### config.mk
export PLATFORM = sky130hd
export DESIGN_NAME = rock_spawner
export DESIGN_NICKNAME = d
export VERILOG_FILES = /design/src/rtl/rock_spawner.sv
export SDC_FILE = /design/constraint.sdc
export NUM_CORES = 1
export LEC_CHECK = 0
export CAP_MARGIN = 10
export CORE_MARGIN = 2
export CORE_UTILIZATION = 53
export DETAILED_ROUTE_END_ITERATION = 10
export GPL_ROUTABILITY_DRIVEN = 0
export GPL_TIMING_DRIVEN = 0
export PLACE_DENSITY = 0.79
export SLEW_MARGIN = 20
export SYNTH_ARGS = -nofsm -noshare
export SYNTH_HDL_FRONTEND = slang
export SYNTH_SLANG_ARGS = --single-unit
### constraint.sdc
create_clock -name clk60hz -period 4 [get_ports clk60hz]
set_input_delay 0.8 -clock clk60hz [delete_from_list [all_inputs] [get_ports clk60hz]]
set_output_delay 0.8 -clock clk60hz [all_outputs]
set_load 0.02 [all_outputs]
### src/rtl/rock_spawner.sv
// rock_spawner: spawn scheduler and retirement logic for the pool of rock slots.
//
// Each frame tick a spawn timer counts down. When it expires, the FSM picks the
// lowest-numbered idle slot and latches a pseudo-random edge position and an
// inward direction from a free-running LFSR. It then pulses that slot's start
// line for one cycle. Independently of the FSM, every active slot has a
// lifetime counter. A slot is killed when the counter expires or on a
// collision request.
//
// Ports
//   clk60hz     in   frame-rate clock shared with the rock slots
//   reset       in   asynchronous active-high reset
//   enable      in   spawning allowed; low returns the FSM to IDLE
//   inUse       in   [NUM_ROCKS] per-slot active flags
//   destroy     in   [NUM_ROCKS] per-slot collision kill request (level)
//   start       out  [NUM_ROCKS] one-hot one-cycle spawn pulse
//   kill        out  [NUM_ROCKS] one-cycle reset pulse per slot
//   initialX    out  [10] spawn X, held between spawns
//   initialY    out  [10] spawn Y, held between spawns
//   dirX        out  [3] sign-magnitude X velocity (bit2 = negative)
//   dirY        out  [3] sign-magnitude Y velocity (bit2 = negative)
//   rock_count  out  [4] popcount of inUse (combinational)
//   dbg_state   out  [3] current FSM state
//
// Handshake: start is a single-cycle strobe with no back-pressure. The
// position and direction outputs are stable for the whole start cycle. The
// slot acknowledges by raising inUse, which SETTLE waits for (bounded).
module rock_spawner #(
  parameter int          NUM_ROCKS    = 4,
  parameter int          SPAWN_PERIOD = 120,
  parameter int          LIFETIME     = 600,
  parameter logic [15:0] LFSR_SEED    = 16'hACE1
) (
  input  logic                 clk60hz,
  input  logic                 reset,
  input  logic                 enable,
  input  logic [NUM_ROCKS-1:0] inUse,
  input  logic [NUM_ROCKS-1:0] destroy,
  output logic [NUM_ROCKS-1:0] start,
  output logic [NUM_ROCKS-1:0] kill,
  output logic [9:0]           initialX,
  output logic [9:0]           initialY,
  output logic [2:0]           dirX,
  output logic [2:0]           dirY,
  output logic [3:0]           rock_count,
  output logic [2:0]           dbg_state
);

  localparam logic [2:0] S_IDLE   = 3'd0;
  localparam logic [2:0] S_WAIT   = 3'd1;
  localparam logic [2:0] S_PICK   = 3'd2;
  localparam logic [2:0] S_ISSUE  = 3'd3;
  localparam logic [2:0] S_SETTLE = 3'd4;

  localparam int          TW         = $clog2(SPAWN_PERIOD);
  localparam logic [TW-1:0] TIMER_LOAD = TW'(SPAWN_PERIOD - 1);
  localparam logic [9:0]  LIFE_LAST  = 10'(LIFETIME - 1);

  logic [2:0]           r_state;
  logic [TW-1:0]        r_timer;
  logic                 r_settle;
  logic [NUM_ROCKS-1:0] r_slot_oh;
  logic [15:0]          r_lfsr;
  logic [9:0]           r_init_x;
  logic [9:0]           r_init_y;
  logic [2:0]           r_dir_x;
  logic [2:0]           r_dir_y;
  logic [NUM_ROCKS-1:0] r_kill;
  logic [9:0]           r_life [NUM_ROCKS];

  // ---------------- LFSR: taps 16,14,13,11, right-shifting ----------------
  logic w_fb;
  assign w_fb = r_lfsr[0] ^ r_lfsr[2] ^ r_lfsr[3] ^ r_lfsr[5];

  always_ff @(posedge clk60hz or posedge reset) begin
    if (reset)              r_lfsr <= LFSR_SEED;
    else if (r_lfsr == '0)  r_lfsr <= LFSR_SEED;
    else                    r_lfsr <= {w_fb, r_lfsr[15:1]};
  end

  // ---------------- Spawn decode from the current LFSR value ----------------
  logic [9:0] w_r;
  logic [9:0] w_ry;
  logic [1:0] w_mx;
  logic [1:0] w_my;
  logic [9:0] w_x;
  logic [9:0] w_y;
  logic [2:0] w_dx;
  logic [2:0] w_dy;

  assign w_r  = {1'b0, r_lfsr[14:6]};
  // Fold the 480..511 band back into range so Y always lands on screen.
  assign w_ry = (w_r >= 10'd480) ? (w_r - 10'd256) : w_r;
  assign w_mx = (r_lfsr[3:2] == 2'd0) ? 2'd1 : r_lfsr[3:2];
  assign w_my = (r_lfsr[5:4] == 2'd0) ? 2'd1 : r_lfsr[5:4];

  always_comb begin
    w_x  = '0;
    w_y  = '0;
    w_dx = '0;
    w_dy = '0;
    case (r_lfsr[1:0])
      2'd0: begin w_x = 10'd0;   w_y = w_ry;    w_dx = {1'b0, w_mx};      w_dy = {r_lfsr[15], w_my}; end
      2'd1: begin w_x = 10'd639; w_y = w_ry;    w_dx = {1'b1, w_mx};      w_dy = {r_lfsr[15], w_my}; end
      2'd2: begin w_x = w_r;     w_y = 10'd0;   w_dx = {r_lfsr[15], w_mx}; w_dy = {1'b0, w_my};     end
      default: begin w_x = w_r;  w_y = 10'd479; w_dx = {r_lfsr[15], w_mx}; w_dy = {1'b1, w_my};     end
    endcase
  end

  // ---------------- Lowest free slot (idle and not being killed) -----------
  logic [NUM_ROCKS-1:0] w_free;
  logic [NUM_ROCKS-1:0] w_pick_oh;
  logic                 w_found;

  assign w_free  = ~inUse & ~r_kill;
  assign w_found = |w_free;

  always_comb begin
    w_pick_oh = '0;
    for (int i = NUM_ROCKS - 1; i >= 0; i--) begin
      if (w_free[i]) begin
        w_pick_oh    = '0;
        w_pick_oh[i] = 1'b1;
      end
    end
  end

  // ---------------- Spawn FSM ----------------
  always_ff @(posedge clk60hz or posedge reset) begin
    if (reset) begin
      r_state   <= S_IDLE;
      r_timer   <= '0;
      r_settle  <= 1'b0;
      r_slot_oh <= '0;
      r_init_x  <= '0;
      r_init_y  <= '0;
      r_dir_x   <= '0;
      r_dir_y   <= '0;
    end else if (!enable) begin
      r_state <= S_IDLE;
    end else begin
      case (r_state)
        S_IDLE: begin
          r_timer <= TIMER_LOAD;
          r_state <= S_WAIT;
        end
        S_WAIT: begin
          if (r_timer == '0) r_state <= S_PICK;
          else               r_timer <= r_timer - 1'b1;
        end
        S_PICK: begin
          // No free slot: stay here and retry; the timer is not reloaded.
          if (w_found) begin
            r_slot_oh <= w_pick_oh;
            r_init_x  <= w_x;
            r_init_y  <= w_y;
            r_dir_x   <= w_dx;
            r_dir_y   <= w_dy;
            r_state   <= S_ISSUE;
          end
        end
        S_ISSUE: begin
          r_settle <= 1'b0;
          r_state  <= S_SETTLE;
        end
        S_SETTLE: begin
          // Leave once the slot reports active, or after two cycles anyway.
          if ((|(inUse & r_slot_oh)) || r_settle) begin
            r_timer <= TIMER_LOAD;
            r_state <= S_WAIT;
          end else begin
            r_settle <= 1'b1;
          end
        end
        default: r_state <= S_IDLE;
      endcase
    end
  end

  // start is gated by enable so dropping enable suppresses the pulse at once.
  assign start = ((r_state == S_ISSUE) && enable) ? r_slot_oh : '0;

  // ---------------- Lifetime counters and kill pulses ----------------
  always_ff @(posedge clk60hz or posedge reset) begin
    if (reset) begin
      r_kill <= '0;
      for (int i = 0; i < NUM_ROCKS; i++) r_life[i] <= '0;
    end else begin
      for (int i = 0; i < NUM_ROCKS; i++) begin
        if (!inUse[i]) begin
          r_life[i] <= '0;
          r_kill[i] <= 1'b0;
        end else if (destroy[i] || (r_life[i] == LIFE_LAST)) begin
          // Collision and expiry in the same cycle collapse to one pulse.
          r_life[i] <= '0;
          r_kill[i] <= 1'b1;
        end else begin
          r_life[i] <= r_life[i] + 10'd1;
          r_kill[i] <= 1'b0;
        end
      end
    end
  end

  assign kill = r_kill;

  // ---------------- Active rock count ----------------
  always_comb begin
    rock_count = '0;
    for (int i = 0; i < NUM_ROCKS; i++) rock_count = rock_count + 4'(inUse[i]);
  end

  assign initialX  = r_init_x;
  assign initialY  = r_init_y;
  assign dirX      = r_dir_x;
  assign dirY      = r_dir_y;
  assign dbg_state = r_state;

endmodule

Word level (Yosys, flattened, before mapping)
Cells that the tools add are included.
{"block": "classes", "add_sub_neg": 9, "n_mul": 0, "div_mod_pow": 0, "order_cmp": 1, "eq_ne": 16, "shifts": 0, "mux": 39, "bitwise": 7, "reduce_logical": 21}
{"cell": "10-bit two-way mux", "count": 9}
{"cell": "10-bit by 1-bit adder with 10-bit output, second input constant", "count": 4}
{"cell": "10-bit equality test, second input constant", "count": 4}
{"cell": "10-bit case mux with 2 select lines", "count": 2}
{"cell": "7-bit case mux with 3 select lines", "count": 1}
{"cell": "4-bit two-way mux", "count": 5}
{"cell": "16-bit zero test", "count": 1}
{"cell": "16-bit two-way mux", "count": 1}
{"cell": "3-bit case mux with 5 select lines", "count": 1}
{"cell": "7-bit two-way mux", "count": 2}
{"cell": "3-bit two-way mux", "count": 4}
{"cell": "3-bit case mux with 2 select lines", "count": 2}
{"cell": "9-bit by 9-bit subtractor with 10-bit output, second input constant", "count": 1}
{"cell": "9-bit >= comparator, second input constant", "count": 1}
{"cell": "1-bit two-way mux", "count": 9}
{"cell": "3-bit != test, second input constant", "count": 3}
{"cell": "3-bit AND reduction", "count": 3}
{"cell": "4-bit AND", "count": 2}
{"cell": "4-bit inverter", "count": 2}
{"cell": "4-bit OR reduction", "count": 2}
{"cell": "7-bit zero test", "count": 1}
{"cell": "7-bit by 1-bit subtractor with 7-bit output, second input constant", "count": 1}
{"cell": "3-bit by 2-bit equality test with 1-bit output, second input constant", "count": 2}
{"cell": "2-bit zero test", "count": 3}
{"cell": "18 further kinds", "count": 27}
{"block": "totals", "regBits": 101, "latchBits": 0, "ramBits": 0, "romBits": 0, "in_bits": 11, "word_cells": 107, "n_memories": 0}

Longest topological paths before layout
{"block": "depth", "word_depth": 6, "mapped_depth": 6, "ltp_nobuf": 6}

Worst setup path before layout
Ideal clock, no wire load.
{"block": "synth_timing", "kind": "input to output", "startpoint": "input inUse[0]", "endpoint": "output rock_count[1]", "arrival_time_ns": 1.934, "required_ns": 3.200, "path_slack_ns": 1.266, "path_stages": 5, "path_buffers": 0, "cell_sequence": "inv_1 fa_1 inv_1 ha_1 ha_1"}
{"block": "synth_via", "elab_chain_len": 3}
{"element": "start, declared", "line_no": "37", "text": "input logic [NUM_ROCKS-1:0] inUse,"}
{"element": "1-bit by 1-bit adder with 2-bit output", "line_no": "210", "text": "for (int i = 0; i < NUM_ROCKS; i++) rock_count = rock_count + 4'(inUse[i]);"}
{"element": "2-bit by 1-bit adder with 3-bit output", "line_no": "210"}
{"element": "3-bit by 1-bit adder with 4-bit output", "line_no": "210"}
{"element": "end, declared", "line_no": "45", "text": "output logic [3:0] rock_count,"}
No other way between the ends.

Worst setup path in the final report
{"block": "layout_timing", "startpoint": "input inUse[0]", "endpoint": "output rock_count[2]"}
Same word-level chain as after synthesis.

==> impl_metrics.env <==
export IMPL_diodes=0
export IMPL_detail_route_wl_per_cell_um=15.47
export IMPL_layout_core_utilization_pct=64.72
export IMPL_routed_via_count=3358
export IMPL_layout_nets=515
export IMPL_drtAntennaViolNets=0
export IMPL_cts_buffers_inserted=9
export IMPL_cts_tree="yes"
export IMPL_rsz_0062_raised_after_global_routing="false"
export IMPL_final_period_utilization_pct=94.85
export IMPL_maxSlewHeadroom_pct=62.44
export IMPL_grt_pass1_wl_um=15670
export IMPL_cts_max_path_buffers=2
export IMPL_worst_ep_required_time_ns=3.20
export IMPL_htree_levels=3
export IMPL_worstHoldPathType="flop to flop"
export IMPL_finalWorstPathRequiredPeriod_ns=3.794
export IMPL_ios=52
export IMPL_drt_iter0_markers=197
export IMPL_layout_drive_gt1_share_pct=7.014
export IMPL_share_of_flip_flops_with_an_asynchronous_set_or_reset_after_synthesis_pct=100.0
export IMPL_clock_sink_count=101
export IMPL_clk_pin_slew_ns=0.10
export IMPL_worst_setup_path_end_kind="primary output"
export IMPL_actual_slew_at_the_worst_max_slew_pin_ns=0.5615
export IMPL_cpLargestDelayFamily="buffers and inverters"
export IMPL_worstSetupPathDepth=7
export IMPL_outcome="complete, no violations"
export IMPL_place_detailed_hpwl_um=6493
export IMPL_timing_max_transition_violations_final=0
export IMPL_cp_max_fo=5
export IMPL_avgSynthCellArea_um2=10.36
export IMPL_leading_register_cell_type_out_of_synthesis="dfrtp_1"
export IMPL_grt_overflow=0
export IMPL_achievable_frequency_mhz=263.6
export IMPL_cp_slowest_stage_delay_ns=0.57
export IMPL_synth_seq_cells=101
export IMPL_number_of_core_rows=33
export IMPL_post_cts_hold_buffers=0
export IMPL_number_of_setup_violations_in_the_final_report=0
export IMPL_area_growth_syn_to_layout_pct=18.78
export IMPL_worst_path_buf_inv=4
export IMPL_track_usage_pct=22.30
export IMPL_first_pass_iters=4
export IMPL_clock_insertion_delay_at_the_later_pin_of_the_skew_report_ns=0.37
export IMPL_ff2ff_path_depth=4
export IMPL_final_hold_violation_count=0
export IMPL_portBuffers=50
export IMPL_pre_cts_ws_ns=0.07595
export IMPL_cp_data_arrival_time_ns=2.99
export IMPL_floorplan_die_width_um=95.91
export IMPL_p_leak_nw=2.380
export IMPL_die_height_um=95.91
export IMPL_first_global_vias=3352
export IMPL_totalWireLength_um=9345
export IMPL_timing_clock_skew_ns=0.01583
export IMPL_number_of_enable_type_register_cells_in_the_synthesized_netlist=0
export IMPL_core_area_um2=8217
export IMPL_synthesis_instances=432
export IMPL_postCtsResizedCells=0
export IMPL_seq_area_frac_synth_pct=56.68
export IMPL_hold_depth=1
export IMPL_drcViolationCount=0
export IMPL_synthDistinctLibCells=47
export IMPL_die_area_um2=9198
export IMPL_clk_root_buffer_cell="clkbuf_8"
export IMPL_grt_antenna_before_repair=0
export IMPL_crit_path_cell_trace="clkdlybuf4s50_1 -> inv_1 -> fa_1 -> inv_1 -> ha_1 -> ha_1 -> clkdlybuf4s50_1"
export IMPL_synthesis_yosys_warnings=0
export IMPL_worst_setup_path_start_kind="input pin"
export IMPL_power_ir_vdd_worst_v=0.0002441
export IMPL_maxCapViolCount=0
export IMPL_power_per_cell_area_nw_per_um2=355.1
export IMPL_critical_path_slowest_cell="clkdlybuf4s50_1"
export IMPL_final_setup_worst_slack_ns=0.2062
export IMPL_post_cts_buffers=0
export IMPL_routed_via_density=5.560
export IMPL_grt_max_degree=65
export IMPL_syn_area_um2=4477
export IMPL_hold_slack_ns=0.4577
export IMPL_worstSetupPathType="input pin to primary output"
export IMPL_synth_fp_nets=453
export IMPL_initial_utilization_pct=54.48
==> Yosys cell counts (2+ instances only) <==
| master | count | area share [%] |
|---|---|---|
| xnor2_1 | 12 | 2.3 |
| o21ai_0 | 24 | 2.7 |
| a22oi_1 | 2 | 0.34 |
| xor2_1 | 23 | 4.5 |
| a21oi_1 | 21 | 2.3 |
| o21ai_1 | 4 | 0.45 |
| dfstp_2 | 8 | 4.7 |
| nand2_1 | 40 | 3.4 |
| buf_1 | 3 | 0.25 |
| and3_1 | 16 | 2.2 |
| nor4bb_1 | 2 | 0.45 |
| nor2_1 | 50 | 4.2 |
| nor3_1 | 2 | 0.22 |
| mux2_2 | 4 | 1.0 |
| o31ai_1 | 5 | 0.84 |
| ha_1 | 9 | 2.5 |
| clkbuf_1 | 12 | 1.0 |
| a31oi_1 | 2 | 0.28 |
| a41oi_1 | 3 | 0.59 |
| nand2b_1 | 7 | 0.98 |
| nand3_1 | 22 | 2.5 |
| inv_1 | 17 | 1.4 |
| nand4_1 | 7 | 0.98 |
| nor4b_1 | 4 | 0.78 |
| buf_2 | 3 | 0.34 |
| nor4_1 | 5 | 0.70 |
| and2_1 | 9 | 1.3 |
| dfrtp_1 | 93 | 52 |
| nor2b_1 | 5 | 0.70 |
==> power by group <==
group          switching [mW]  internal (mW)  leakage (nW)
combinational           0.112         0.0798         0.983
sequential             0.0405           1.06          1.31
clock                   0.358          0.237        0.0906
==> worst reg2reg max path, delay by kind of cell (launching register included) <==
family	cells	cell delay, ns
simple gates	1	0.11
flops	1	0.43
compound gates	2	0.79
buf+inv	1	0.44
==> worst paths after layout <==
check / end / slack (ns) / start
hold / removal: r_life[20] / 0.46 / r_life[20]
hold reg to reg: r_life[20] / 0.46 / r_life[20]
max in group asynchronous: r_lfsr[5] / 2.54 / reset
setup / recovery: rock_count[2] / 0.21 / inUse[0]
setup reg to reg: initialY[3] / 2.10 / kill[1]
min in group asynchronous: r_life[13] / 0.78 / reset
==> layout make-up <==
| class | count | area [um2] |
|---|---|---|
| Clock buffer | 11 | 131.4 |
| Tap cell | 105 | 131.4 |
| Fill cell | 658 | 2899 |
| Buffer | 19 | 78.83 |
| Inverter | 17 | 68.82 |
| Multi-Input combinational cell | 295 | 1797 |
| Sequential cell | 101 | 2537 |
| Timing Repair Buffer | 51 | 530.5 |
| Clock inverter | 5 | 42.54 |
==> registers in the layout, summed over array words and instances, names as in the netlist <==
name	cells
r_slot_oh	4
dirX	3
r_timer	7
kill	4
initialX	10
r_lfsr	16
initialY	10
dirY	3
r_settle	1
r_life	40
dbg_state	3
==> through the flow <==
stage	setup TNS [ns]	std cells	instance area, um2	total power, mW
after floorplan	0	432	4477	1.229
after global placement	-76.17	587	5109	1.300
after detailed placement	0	588	5141	1.313
after CTS	0	604	5315	1.903
after global routing	0	604	5318	1.980
final	0	604	5318	1.888
==> routing by layer <==
metal / GRT usage (%) / up-vias / wire length, um
met4: 6.429 / 0 / 104
met5: 0 / - / 0
met1: 29.38 / 1677 / 4162
met3: 6.186 / 9 / 434
li1: - / 1597 / -
met2: 36.36 / 75 / 4644
==> cells by family after synthesis <==
logic type	count (synthesis)	synth area share, %
AND/OR/NAND/NOR	176	19.73
flip-flops	101	56.68
AO/OA/AOI/OAI	68	9.279
buffers and inverters	36	3.186
XOR/XNOR	35	6.847
adder cells (fa/ha/maj)	10	2.963
multiplexers	5	1.230
other	1	0.08377
==> placed cells by master (no fill, tap or decap), drive strengths merged, types with 7 or more instances in the layout <==
cell type      instances
dfrtp                 93
nor2                  50
clkdlybuf4s50         49
nand2                 40
o21ai                 28
xor2                  23
clkbuf                23
nand3                 22
a21oi                 21
inv                   21
and3                  16
xnor2                 12
and2                   9
ha                     9
dfstp                  8
buf                    8
nand4                  7
nand2b                 7
Power figures use the tool's default switching activity.
==> variant 1 (config.mk and constraints unchanged) <==
Change the parameter `NUM_ROCKS` from 4 to 2.
--- a/src/rtl/rock_spawner.sv
+++ b/src/rtl/rock_spawner.sv
@@ -28,3 +28,3 @@
 module rock_spawner #(
-  parameter int          NUM_ROCKS    = 4,
+  parameter int          NUM_ROCKS    = 2,
   parameter int          SPAWN_PERIOD = 120,
Interface: changed (resized destroy, inUse, kill and start); port bits go from 52 to 44. No check against the original RTL was run, so the function may have changed too.
==> variant 1 against the unedited design <==
  * Total power down 7.7%
  * Global-route usage down 0.63 points
  * Cell area down 20%
  * Critical path depth down 3
  * Largest cell class unchanged
  * Routed wire length down 25%
  * Area after synthesis down 22%
  * Clock skew down 0.0047 ns
  * Sequential cell count down 24
  * Sequential power down 21%
  * First-iteration DRC count down 41%
  * Register-to-register slack better by 0.13 ns
  * Worst setup slack better by 0.54 ns
==> variant 1: results (changes against the unedited design) <==
min_path:
  min_to: "r_life[10]"  # was r_life[20]
  worstHoldStart: "r_life[10]"  # was r_life[20]
pwr:
  p_sw_frac: 0.259  # was 0.270
  p_total_mw: 1.74  # was 1.89 mW
  max-vdd-ir-drop_mv: 0.278  # was 0.244 mV
  power.static_leakage_nw: 1.87  # was 2.38 nW
  p_comb_mw: 0.225  # was 0.191 mW
  clockPowerShare: 0.374  # was 0.315
global_routing:
  grt_max_degree: 50  # was 65
  grt_pass1_vias: 2651  # was 3352
  grt_first_pass_wirelength_um: 12400  # was 15700 um
timing:
  hold_slack_ns: 0.468  # was 0.458 ns
  fmax_mhz: 307  # was 264 MHz
  clock_skew_ns: 0.0112  # was 0.0158 ns
finish:
  nClkBuffers: 10  # was 11
  drive_gt1_frac: 0.116  # was 0.0701
  final_net_count: 406  # was 515
  fillerInstances: 497  # was 658
  n_all_buffers: 64  # was 70
  seq_area_um2: 1940  # was 2540 um^2
  multi_input_area_um2: 1360  # was 1800 um^2
  utilization: 0.669  # was 0.647
  clock_area_frac: 0.0527  # was 0.0327
  inv_count: 18  # was 17
  multi_input_gates: 223  # was 295
  fin_area_um2: 4250  # was 5320 um^2
placed_design:
  numPortBuffers: 41  # was 50
  place_ws_ns: 0.794  # was 0.0760 ns
  hpwl_um: 4900  # was 6490 um
  placed_area_um2: 4020  # was 5140 um^2
  dp.cells: 459  # was 588
critical_path:
  r2r_start: "dbg_state[1]"  # was kill[1]
  r2r-end: "initialX[9]"  # was initialY[3]
  cpPeakStageDelay_ns: 0.67  # was 0.57 ns
  r2r_cells: 5  # was 4
  worstSetupStartpoint: "enable"  # was inUse[0]
  rrSetupSlack_ns: 2.23  # was 2.10 ns
  cp.arrival_ns: 2.46  # was 2.99 ns
  crit_fanout: 6  # was 5
  endpoint: "start[1]"  # was rock_count[2]
clocking:
  clkTransAtPathRegs_ns: 0.08  # was 0.10 ns
  clock_latency_ns: 0.35  # was 0.37 ns
  numCtsBuffers: 9  # unchanged
drt:
  wl_um: 7050  # was 9350 um
  drt-wirelength-per-cell_um: 14.8  # was 15.5 um
  drt-initial-drc-count: 117  # was 197
  viasPerCell: 5.47  # was 5.56
logic_synthesis:
  yosysWarnings: 0  # unchanged
  seq_area_frac_synth: 0.556  # was 0.567
  synthTopCellsByCount: "69 x dfrtp_1, 52 x nor2_1, 38 x a21oi_1"  # was 93 x dfrtp_1, 50 x nor2_1, 40 x nand2_1
  yosysUniqueCellTypes: 51  # was 47
  postSynthCellCount: 339  # was 432
  synth-seq-cells: 77  # was 101
status:
  status: "finished clean"  # unchanged
-- variant 1: changes by cell type after synthesis, sizes merged, moves of 6 or more --
| cell | unedited run | this run |
|---|---|---|
| a21oi | 21 | 38 |
| xnor2 | 12 | 6 |
| and3 | 16 | 5 |
| nand3 | 22 | 12 |
| dfrtp | 93 | 69 |
| and2 | 9 | 3 |
| xor2 | 23 | 13 |
| nand2 | 40 | 11 |
| o21ai | 28 | 11 |
-- variant 1: cell families after synthesis --
kind of cell             Yosys count  synth area share
XOR/XNOR                          19            0.0478
multiplexers                       5            0.0155
buffers and inverters             40            0.0550
AND/OR/NAND/NOR                  122             0.183
other                              1           0.00108
adder cells (fa/ha/maj)            6            0.0216
AO/OA/AOI/OAI                     69             0.120
flip-flops                        77             0.556
-- variant 1: layer usage --
metal | vias up | wire length [um] | track usage
li1 | 1261 | - | -
met1 | 1271 | 3250 | 0.298
met2 | 60 | 3410 | 0.346
met3 | 8 | 279 | 0.0389
met4 | 0 | 112 | 0.0823
met5 | - | 0 | 0
==> variant 2 (same settings) <==
Made on the original files. Reset style: synchronous (`reset`), changed in 3 clocked blocks. Comments in the files are not updated.
--- a/src/rtl/rock_spawner.sv
+++ b/src/rtl/rock_spawner.sv
@@ -74,3 +74,3 @@
 
-  always_ff @(posedge clk60hz or posedge reset) begin
+  always_ff @(posedge clk60hz) begin
     if (reset)              r_lfsr <= LFSR_SEED;
@@ -128,3 +128,3 @@
   // ---------------- Spawn FSM ----------------
-  always_ff @(posedge clk60hz or posedge reset) begin
+  always_ff @(posedge clk60hz) begin
     if (reset) begin
@@ -183,3 +183,3 @@
   // ---------------- Lifetime counters and kill pulses ----------------
-  always_ff @(posedge clk60hz or posedge reset) begin
+  always_ff @(posedge clk60hz) begin
     if (reset) begin
Check against the original RTL: differs if reset is asserted again (counterexample within 4 cycles, from zero or initial values and one cycle with reset high); with reset held inactive, the same outputs for 10 cycles.
==> variant 2 against the unedited design <==
  * Area after synthesis increased by 3.5%
  * Synthesized cell count grew 8.3%
  * Hold slack better by 0.0019 ns
  * Sequential share of layout area is 4.4 points lower
  * Critical endpoint unchanged
  * Cell count grew 13%
  * Cell area rose by 5.3%
  * Worst setup slack got worse by 0.026 ns
  * Total power increased by 4.4%
  * Routed wire length is 3.4% higher
  * Register-to-register slack worse by 0.06 ns
  * Sequential cell count unchanged
  * Largest power group unchanged
  * Utilization rose by 0.43 points
==> variant 2: results (changes against the unedited design) <==
status:
  status: "finished clean"  # unchanged
timing:
  clock_skew_ns: 0.0143  # was 0.0158 ns
  post-route-min-period_ns: 3.82  # was 3.79 ns
  worst_slew_pin_slew_ns: 0.538  # was 0.561 ns
  hold_slack_ns: 0.460  # was 0.458 ns
global_routing:
  grtUsageMet2: 0.355  # was 0.364
  antenna_found_initial: 0  # unchanged
  grtUsageMet3: 0.0496  # was 0.0619
  grt_max_degree: 17  # was 65
  met1_usage: 0.259  # was 0.294
  grt_use_total: 0.209  # was 0.223
  grt_pass1_vias: 3525  # was 3352
  grt_first_pass_wirelength_um: 16000  # was 15700 um
placed_design:
  hpwl_um: 7190  # was 6490 um
  place_ws_ns: 0.0362  # was 0.0760 ns
  dp.cells: 664  # was 588
  placed_area_um2: 5410  # was 5140 um^2
  numPortBuffers: 49  # was 50
pwr:
  max-vdd-ir-drop_mv: 0.197  # was 0.244 mV
  power.static_leakage_nw: 2.06  # was 2.38 nW
logic_synthesis:
  synth-edff-count: 40  # was 0
  synthTopCellsByArea: "dfxtp_1 26%, edfxtp_1 26%, nor2_1 6.1%"  # was dfrtp_1 52%, dfstp_2 4.7%, xor2_1 4.5%
  yosysUniqueCellTypes: 55  # was 47
  synthArstFlopShare: 0  # was 1.00
  synthTopCellsByCount: "75 x nor2_1, 61 x dfxtp_1, 40 x edfxtp_1"  # was 93 x dfrtp_1, 50 x nor2_1, 40 x nand2_1
  postSynthCellCount: 468  # was 432
  seq_area_frac_synth: 0.523  # was 0.567
critical_path:
  rrSetupSlack_ns: 2.04  # was 2.10 ns
  r2r_start: "r_life[2][0]"  # was kill[1]
  critPathSlowestCell: "clkdlybuf4s50_1"  # unchanged
  cp.arrival_ns: 3.02  # was 2.99 ns
  crit_fanout: 5  # unchanged
  cpPeakStageDelay_ns: 0.59  # was 0.57 ns
  r2r-end: "r_life[2][5]"  # was initialY[3]
  r2r_cells: 5  # was 4
clocking:
  clock_latency_ns: 0.37  # about the same
  ctsResizeCount: 0  # unchanged
  postCtsSetupBuffers: 0  # unchanged
  numCtsBuffers: 9  # unchanged
min_path:
  holdPathStages: 2  # was 1
  worstHoldStart: "initialX[7]"  # was r_life[20]
  min_to: "initialX[7]"  # was r_life[20]
drt:
  drt-initial-drc-count: 205  # was 197
  drc: 0  # unchanged
  drtPass1Iterations: 4  # unchanged
  wl_um: 9660  # was 9350 um
  vias: 3692  # was 3358
finish:
  fillerInstances: 722  # was 658
  final_net_count: 588  # was 515
  top_regs: "r_life x40, r_lfsr x16"  # unchanged
  seq_area_um2: 2420  # was 2540 um^2
  layout.cells.non_filler: 680  # was 604
  drive_gt1_frac: 0.0664  # was 0.0701
[variant 2: layout make-up]
type | count | area share
timing repair buffer | 49 | 0.0881
tap | 108 | 0.0241
inverter | 22 | 0.0148
sequential | 101 | 0.433
buffer | 19 | 0.0203
multi-input combinational | 365 | 0.386
clock buffer | 10 | 0.0246
clock inverter | 6 | 0.00916
[variant 2: power by group]
part | switching (mW) | internal, mW
Clock | 0.348 | 0.275
Sequential | 0.0461 | 1.11
Combinational | 0.108 | 0.0819
Total | 0.503 | 1.47
[variant 2: cell families (layout without fill, tap and decap cells)]
kind of cell,after synthesis,in the layout,synth area share
buffers and inverters,41,106,0.0424
AO/OA/AOI/OAI,71,71,0.110
AND/OR/NAND/NOR,208,208,0.229
other,2,41,0.00162
flip-flops,101,101,0.523
adder cells (fa/ha/maj),10,10,0.0286
XOR/XNOR,35,35,0.0661
[variant 2: routing by layer]
layer  wire [um]  vias to the layer above
met5           0                        -
met4         225                        0
met3         457                       24
met2        4740                       99
met1        4240                     1754
li1            -                     1815
